<file path="config.mk">
export PLATFORM = sky130hd
export DESIGN_NAME = note_synth_flat
export DESIGN_NICKNAME = d
export VERILOG_FILES = /design/src/rtl/note_synth_if.sv /design/src/rtl/note_synth.sv /design/src/flat_wrapper.sv
export SDC_FILE = /design/constraint.sdc
export NUM_CORES = 1
export LEC_CHECK = 0
export ABC_AREA = 0
export CORE_UTILIZATION = 55
export DETAILED_ROUTE_END_ITERATION = 16
export PLACE_DENSITY = 0.93
export SKIP_LAST_GASP = 1
export SYNTH_ARGS = -nofsm -noshare
export SYNTH_HDL_FRONTEND = slang
export SYNTH_SLANG_ARGS = --single-unit
</file>
<file path="constraint.sdc">
create_clock -name CLOCK_50 -period 3.19 [get_ports CLOCK_50]
set_input_delay 0.638 -clock CLOCK_50 [delete_from_list [all_inputs] [get_ports CLOCK_50]]
set_output_delay 0.638 -clock CLOCK_50 [all_outputs]
set_load 0.01 [all_outputs]
</file>
<file path="src/rtl/note_synth_if.sv">
// Note-command and codec-write bundle for note_synth.
// slave = generator side, master = command source / codec side.
interface note_synth_if;
  logic        note_valid;
  logic [3:0]  note_code;
  logic [7:0]  note_dur;
  logic        note_ready;
  logic        busy;
  logic        write_ready;
  logic        write;
  logic [23:0] writedata_left;
  logic [23:0] writedata_right;

  modport slave (
    input  note_valid, note_code, note_dur, write_ready,
    output note_ready, busy, write, writedata_left, writedata_right
  );

  modport master (
    output note_valid, note_code, note_dur, write_ready,
    input  note_ready, busy, write, writedata_left, writedata_right
  );
endinterface

</file>
<file path="src/rtl/note_synth.sv">
// Square-wave note generator feeding the audio codec DAC write port.
// One note command at a time: tone for the requested duration, then a silence gap.
//
// state  | meaning
// S_IDLE | silent, waiting for a note command
// S_PLAY | emitting square-wave (or rest) samples, dur_cnt counting down
// S_GAP  | emitting silence, gap_cnt counting down
module note_synth #(
  parameter logic [23:0] AMPL          = 24'h100000,
  parameter int          GAP_SAMPLES   = 480,
  parameter int          DUR_UNIT_LOG2 = 8
) (
  input  logic        CLOCK_50,
  input  logic        reset,
  note_synth_if.slave bus
);

  localparam int          DUR_W    = 8 + DUR_UNIT_LOG2;
  localparam int          GAP_W    = $clog2(GAP_SAMPLES + 1);
  localparam logic [23:0] AMPL_NEG = ~AMPL + 24'd1;

  typedef enum logic [1:0] {
    S_IDLE = 2'd0,
    S_PLAY = 2'd1,
    S_GAP  = 2'd2
  } state_t;

  state_t             r_state;
  logic [23:0]        r_sample;
  logic [6:0]         r_phase;
  logic [6:0]         r_half;
  logic               r_pol;
  logic [DUR_W-1:0]   r_dur;
  logic [GAP_W-1:0]   r_gap;
  logic               r_note_ready;
  logic               r_busy;

  logic               w_accept;
  logic               w_cmd_accept;
  logic [6:0]         w_half_in;
  logic [7:0]         w_dur_units;
  logic [DUR_W-1:0]   w_dur_load;
  logic               w_wrap;
  logic               w_pol_next;

  // Half-period in samples for C4..B4; zero marks a rest code.
  function automatic logic [6:0] half_period(input logic [3:0] code);
    case (code)
      4'd1:    return 7'd92;
      4'd2:    return 7'd87;
      4'd3:    return 7'd82;
      4'd4:    return 7'd77;
      4'd5:    return 7'd73;
      4'd6:    return 7'd69;
      4'd7:    return 7'd65;
      4'd8:    return 7'd61;
      4'd9:    return 7'd58;
      4'd10:   return 7'd55;
      4'd11:   return 7'd51;
      4'd12:   return 7'd49;
      default: return 7'd0;
    endcase
  endfunction

  // The codec FIFO is fed whenever it has room; nothing is strobed during reset.
  assign bus.write           = bus.write_ready & reset;
  assign bus.writedata_left  = r_sample;
  assign bus.writedata_right = r_sample;
  assign bus.note_ready      = r_note_ready;
  assign bus.busy            = r_busy;

  assign w_accept     = bus.write & bus.write_ready;
  assign w_cmd_accept = bus.note_valid & r_note_ready;
  assign w_half_in    = half_period(bus.note_code);
  assign w_dur_units  = (bus.note_dur == 8'd0) ? 8'd1 : bus.note_dur;
  assign w_dur_load   = {w_dur_units, {DUR_UNIT_LOG2{1'b0}}};

  // Rests never toggle polarity, so the phase counter is free to wrap harmlessly.
  assign w_wrap     = (r_half != 7'd0) && (r_phase == r_half - 7'd1);
  assign w_pol_next = r_pol ^ w_wrap;

  always_ff @(posedge CLOCK_50 or negedge reset) begin
    if (!reset) begin
      r_state      <= S_IDLE;
      r_sample     <= '0;
      r_phase      <= '0;
      r_half       <= '0;
      r_pol        <= 1'b0;
      r_dur        <= '0;
      r_gap        <= '0;
      r_note_ready <= 1'b1;
      r_busy       <= 1'b0;
    end else begin
      case (r_state)
        S_IDLE: begin
          if (w_cmd_accept) begin
            r_state      <= S_PLAY;
            r_phase      <= '0;
            r_pol        <= 1'b0;
            r_half       <= w_half_in;
            r_dur        <= w_dur_load;
            r_sample     <= (w_half_in == 7'd0) ? 24'd0 : AMPL;
            r_note_ready <= 1'b0;
            r_busy       <= 1'b1;
          end
        end

        S_PLAY: begin
          if (w_accept) begin
            r_dur <= r_dur - DUR_W'(1);
            if (r_dur == DUR_W'(1)) begin
              r_state  <= S_GAP;
              r_gap    <= GAP_W'(GAP_SAMPLES);
              r_sample <= '0;
            end else begin
              r_phase  <= w_wrap ? 7'd0 : r_phase + 7'd1;
              r_pol    <= w_pol_next;
              if (r_half == 7'd0) begin
                r_sample <= '0;
              end else begin
                r_sample <= w_pol_next ? AMPL_NEG : AMPL;
              end
            end
          end
        end

        S_GAP: begin
          if (w_accept) begin
            r_gap <= r_gap - GAP_W'(1);
            if (r_gap == GAP_W'(1)) begin
              r_state      <= S_IDLE;
              r_note_ready <= 1'b1;
              r_busy       <= 1'b0;
            end
          end
        end

        default: begin
          r_state      <= S_IDLE;
          r_sample     <= '0;
          r_note_ready <= 1'b1;
          r_busy       <= 1'b0;
        end
      endcase
    end
  end

endmodule
</file>
<file path="src/flat_wrapper.sv">
// flat-port wrapper written by rule: the top's interface ports become plain ports
module note_synth_flat 
#(
  parameter logic [23:0] AMPL          = 24'h100000,
  parameter int          GAP_SAMPLES   = 480,
  parameter int          DUR_UNIT_LOG2 = 8
)
  (CLOCK_50, reset, bus_note_valid, bus_note_code, bus_note_dur, bus_write_ready, bus_note_ready, bus_busy, bus_write, bus_writedata_left, bus_writedata_right);
  note_synth_if bus_i ();
  input  logic CLOCK_50;
  input  logic reset;
  input wire logic [$bits(bus_i.note_valid)-1:0] bus_note_valid;
  input wire logic [$bits(bus_i.note_code)-1:0] bus_note_code;
  input wire logic [$bits(bus_i.note_dur)-1:0] bus_note_dur;
  input wire logic [$bits(bus_i.write_ready)-1:0] bus_write_ready;
  output wire logic [$bits(bus_i.note_ready)-1:0] bus_note_ready;
  output wire logic [$bits(bus_i.busy)-1:0] bus_busy;
  output wire logic [$bits(bus_i.write)-1:0] bus_write;
  output wire logic [$bits(bus_i.writedata_left)-1:0] bus_writedata_left;
  output wire logic [$bits(bus_i.writedata_right)-1:0] bus_writedata_right;
  assign bus_i.note_valid = bus_note_valid;
  assign bus_i.note_code = bus_note_code;
  assign bus_i.note_dur = bus_note_dur;
  assign bus_i.write_ready = bus_write_ready;
  assign bus_note_ready = bus_i.note_ready;
  assign bus_busy = bus_i.busy;
  assign bus_write = bus_i.write;
  assign bus_writedata_left = bus_i.writedata_left;
  assign bus_writedata_right = bus_i.writedata_right;
  note_synth #(.AMPL(AMPL), .GAP_SAMPLES(GAP_SAMPLES), .DUR_UNIT_LOG2(DUR_UNIT_LOG2)) u_core (.CLOCK_50(CLOCK_50), .reset(reset), .bus(bus_i));
endmodule
</file>
Word level (Yosys, flattened, before mapping)
Memory sizes are Yosys's and may differ from the RTL's.
Cells that the tools add are included.
- register bits: 68
- latch bits: 0
- RAM bits: 0
- memory bits (read-only): 112
- input port bits: 16
- output and inout bits: 51
- logic and storage cells: 83
- memories kept: 1
- memory list (name ; depth ; width ; rd ports ; clocked after Yosys merged registers in ; write ports ; line ; source):
    (name not given) ; 16 ; 7 ; 1 ; 0 ; 0 ; note_synth.sv:48 ; case (code)
- $add $sub $neg: 4
- $mul: 0
- div/mod/pow operators: 0
- order comparisons: 0
- equal/unequal tests: 11
- shifts and indexed selects: 0
- mux-type cells: 37
- bitwise gates (word level): 6
- reductions and logical operators: 15
- operators by type and width (kind ; count):
    $mux 24 ; 5
    $pmux 24 s3 ; 1
    $mux 16 ; 2
    $pmux 16 s2 ; 1
    $mux 7 ; 4
    $mux 9 ; 3
    $mux 21 ; 1
    $pmux 9 s2 ; 1
    $eq 16x1->1 const B ; 1
    $sub 16x1->16 const B ; 1
    $logic_not 7->1 ; 2
    $pmux 7 s2 ; 1
    $reduce_and 4->1 ; 3
    $mux 2 ; 5
    $ne 2x1->1 const B ; 5
    $eq 9x1->1 const B ; 1
    $sub 9x1->9 const B ; 1
    $logic_not 8->1 ; 1
    $mux 1 ; 8
    $mux 8 ; 1
    $add 7x1->7 const B ; 1
    $eq 7x7->1 ; 1
    $reduce_bool 7->1 ; 1
    $sub 7x1->7 const B ; 1
    other kinds (15) ; 21

Longest topological paths before layout
- depth in word-level cells: 9
- depth in mapped cells: 8
- depth with buffers taken out: 8

Worst setup path before layout
OpenSTA, ideal clock, no wires.
- path kind: input -> register
- from: input port bus_write_ready
- to: register u_core.r_phase[3]
- data arrival time: 1.834 ns
- path slack: 1.221 ns
- stages on the path: 7
- path buffers: 0
- path through: nand2_1 > inv_1 > nand2_1 > a21oi_1 > o21ai_1 > a21oi_1 > o311ai_1
- word-level cells in the longest chain between the ends: 4
- RTL lines (what ; line ; source):
    start, declared ; flat_wrapper.sv:15 ; input wire logic [$bits(bus_i.write_ready)-1:0] bus_write_ready;
    $and 1x1->1 ; note_synth.sv:66 ; assign bus.write = bus.write_ready & reset;
    net bus_write ; flat_wrapper.sv:18 ; output wire logic [$bits(bus_i.write)-1:0] bus_write;
    $and 1x1->1 ; note_synth.sv:72 ; assign w_accept = bus.write & bus.write_ready;
    $ne 2x1->1 (no line) ; - ;
    $reduce_and 4->1 (no line) ; - ;
    end signal, assigned ; note_synth.sv:116 ; r_phase <= w_wrap ? 7'd0 : r_phase + 7'd1;
    end, declared ; note_synth.sv:30 ; logic [6:0] r_phase;
The timed path passes the listed nets, and every way through them passes these cells.
A chain may end at the register's enable or synchronous reset.

Final worst setup path
- from: input port bus_write_ready
- to: output port bus_write
- word-level cells in the longest chain between the ends: 1
- RTL lines (what ; line):
    $and 1x1->1 ; note_synth.sv:66
    end, declared ; flat_wrapper.sv:18
No other way between the ends.

==> out/qor.txt <==
Status: finished clean
Reg power frac: 0.529
Largest net degree at the start of global routing: 47
Post-synthesis mux area share: 0.0205
Top area cells in the synthesized netlist: dfrtp_1, buf_4, nand2_1, o21ai_0, ha_1
Complex-gate fraction of the synthesized area: 0.142
Vias in the first global route: 2527
R2R Setup Slk: 0.93 ns
DR pass1 iterations: 5
CTS H-tree depth: 2
Worst path slowest cell: clkdlybuf4s50_1
Routed WL per cell: 14.4 um
Grt ovf: 0
Max VDD drop: 159 uV
CP Cell Sequence: clkdlybuf4s50_1 > nand2_1 > inv_1 > clkdlybuf4s50_1
Share of layout cells above drive strength 1: 0.0739
Simple-gate share of the synthesized area: 0.222
Rows: 27
Clk_lat worst skew: 0.30 ns
DRT antenna net count: 0
HP Class: input pin to asynchronous set/reset pin
Max cap viols: 0
Clk sinks: 46
Clock power frac: 0.400
CP endpoint kind: output pin
Final cell count without fillers: 451
Vias: 2561
XOR/XNOR share of the synthesized area: 0.0619
Main combinational cell family by area after synthesis: simple AND/OR/NAND/NOR gates
Period minus WS final: 2.62 ns
Placement Setup Slack: 0.588 ns
YS warnings: 0
EDFF count, synth: 0
WP buf/inv: 3
Critical path's top delay family: buffers and inverters
Fin. max-slew vios: 0
P_leak: 1.55 nW
Top post-synthesis cells by count: buf_4, dfrtp_1, nand2_1
Die Area: 5960 um2
Slew margin rel.: 0.584
Initial antenna violation count: 0
Fill cell count: 467
First-pass GRT wire length: 11400 um
#FFs+latches synth: 46
Most common cell in the netlist: buf_4
Chip height: 77.2 um
NetSw: 0.260 mW
CP max FO: 7
Most used DFF post-synth: dfrtp_1
Setup ws final: 0.574 ns
Hold Buf Count CTS: 0
DP HPWL: 4720 um
Cells after DPL: 443
RePlAce Congestion: 0.890
Pwr per Cell Area: 328 nW/um2
Cts repair resizes: 0
Setup TNS Final: 0 ns
WP data arrival: 1.98 ns
Number of nets in the layout: 404
Area leader, netlist: dfrtp_1
DR iter-0 viols: 239
Post-synthesis adder-cell area fraction: 0.0402
Worst setup SP type: input pin
Mean post-synth cell area: 8.72 um2
CTS tree: built
Io pins: 67
Total track usage: 0.237
Starting Density: 0.569
Seq/Total Area, Yosys: 0.370
Synth top area share: 0.362
Setup Skew: 0.00747 ns
P_int: 0.841 mW
CTS buffer count: 5
Root buffer cell: clkbuf_8
Net Sw Frac: 0.236
Yosys cell types: 56
Clock Pin Slew Worst Setup and Hold Paths: 0.09 ns
Vias per cell: 5.68
Die width: 77.2 um
Finish-stage setup viols: 0
RSZ-0062 raised after global routing: false
Synthesized area: 3110 um2
Cell mode on critical path: clkdlybuf4s50_1
Area Overhead vs Synth: 8.00%
Final Hold Vio Count: 0
DRC violations left: 0
Clock Path Buffers: 2
Final wirelength: 6480 um
Reg2reg path depth: 5
Cells after Synth: 357
Max incr delay on CP: 0.58 ns
Setup Fix Bufs, Post-CTS: 0
Crit path required time: 2.55 ns
Ys async rst share: 1.00
Number of buffers added on ports: 26
Critical path type: input pin to output pin
Worst-Margin Slew: 0.620 ns
Instance count on the critical path: 4
Max frequency: 0.382 GHz
Fraction of power consumed by combinational cells: 0.071
Diode count: 0
Fin crit share: 0.820
Core Area: 5470 um2
[worst reg2reg max path, stage by stage, from the launching register on]
cell	delay [ns]
dfrtp_1	0.47
nor4_2	0.43
nand4_1	0.37
o21ai_1	0.62
a21oi_1	0.16
o311ai_1	0.11
[metrics by stage]
| step | area (um2) | util | total power, mW | hold WS, ns |
|---|---|---|---|---|
| global route | 3360 | 0.614 | 1.14 | 0.506 |
| finish | 3360 | 0.614 | 1.10 | 0.450 |
| detailed placement | 3250 | 0.593 | 0.672 | 0.508 |
| CTS | 3360 | 0.614 | 1.10 | 0.487 |
| global placement | 3250 | 0.593 | 0.670 | 0.492 |
| floorplan | 3260 | - | 0.669 | 0.342 |
[per-layer routing]
| layer | track usage | wire [um] | vias to the layer above |
|---|---|---|---|
| met4 | 0.106 | 124 | 0 |
| met2 | 0.396 | 3250 | 111 |
| met3 | 0.0393 | 344 | 14 |
| met5 | 0 | 0 | - |
| met1 | 0.301 | 2750 | 1245 |
| li1 | - | - | 1191 |
[logic make-up (layout without fill, tap and decap cells)]
kind of cell,after synthesis,count (layout)
buffers and inverters,70,53
adder cells (fa/ha/maj),10,10
flip-flops,46,46
XOR/XNOR,22,22
AND/OR/NAND/NOR,131,131
AO/OA/AOI/OAI,71,71
other,1,40
multiplexers,6,6
[state kept, by name, summed over array words and instances (netlist names)]
signal                     count
u_core.bus.writedata_left      2
u_core.bus.note_ready          1
u_core.bus.busy                1
u_core.r_phase                 7
u_core.r_dur                  16
u_core.r_pol                   1
u_core.r_half                  7
u_core.r_state                 2
u_core.r_gap                   9
[cells in the final DEF, fill, tap and decap left out, types with 4 or more instances in the layout]
master	Yosys	routed
nand3_1	12	12
dfrtp_1	45	45
ha_1	10	10
xor2_1	10	10
nand2_1	41	41
xnor2_1	12	12
nor3_1	7	7
clkbuf_8	0	5
nor2b_1	4	4
conb_1	1	40
nor2_1	30	30
inv_1	16	16
clkdlybuf4s50_1	0	25
nor4_1	9	9
a21oi_1	13	13
o21ai_0	30	30
[cell type report]
cell class | count | area (um2) | share of cell area
multi-input combinational | 280 | 1670 | 0.496
sequential | 46 | 1150 | 0.343
timing repair buffer | 29 | 278 | 0.0827
tap | 72 | 90.1 | 0.0268
clock buffer | 5 | 68.8 | 0.0205
inverter | 16 | 60.1 | 0.0179
clock inverter | 3 | 45.0 | 0.0134
[worst paths after layout]
kind,startpoint,endpoint
min in group CLOCK_50,u_core.r_pol,u_core.r_pol
max,bus_write_ready,bus_write
min reg2reg,u_core.r_pol,u_core.r_pol
max in group asynchronous,reset,u_core.r_gap[1]
min,reset,u_core.r_dur[11]
max reg2reg,u_core.r_dur[5],u_core.r_phase[3]
[power groups by stage]
stage                     Combinational (mW)  Sequential (mW)  Clock [mW]
final                                 0.0783            0.583       0.440
after global routing                  0.0885            0.583       0.466
after global placement                0.0763            0.594           0
after CTS                             0.0782            0.583       0.444
after detailed placement              0.0776            0.594           0
after floorplan                       0.0746            0.594           0
No activity file was read; power rests on OpenSTA's default activity.
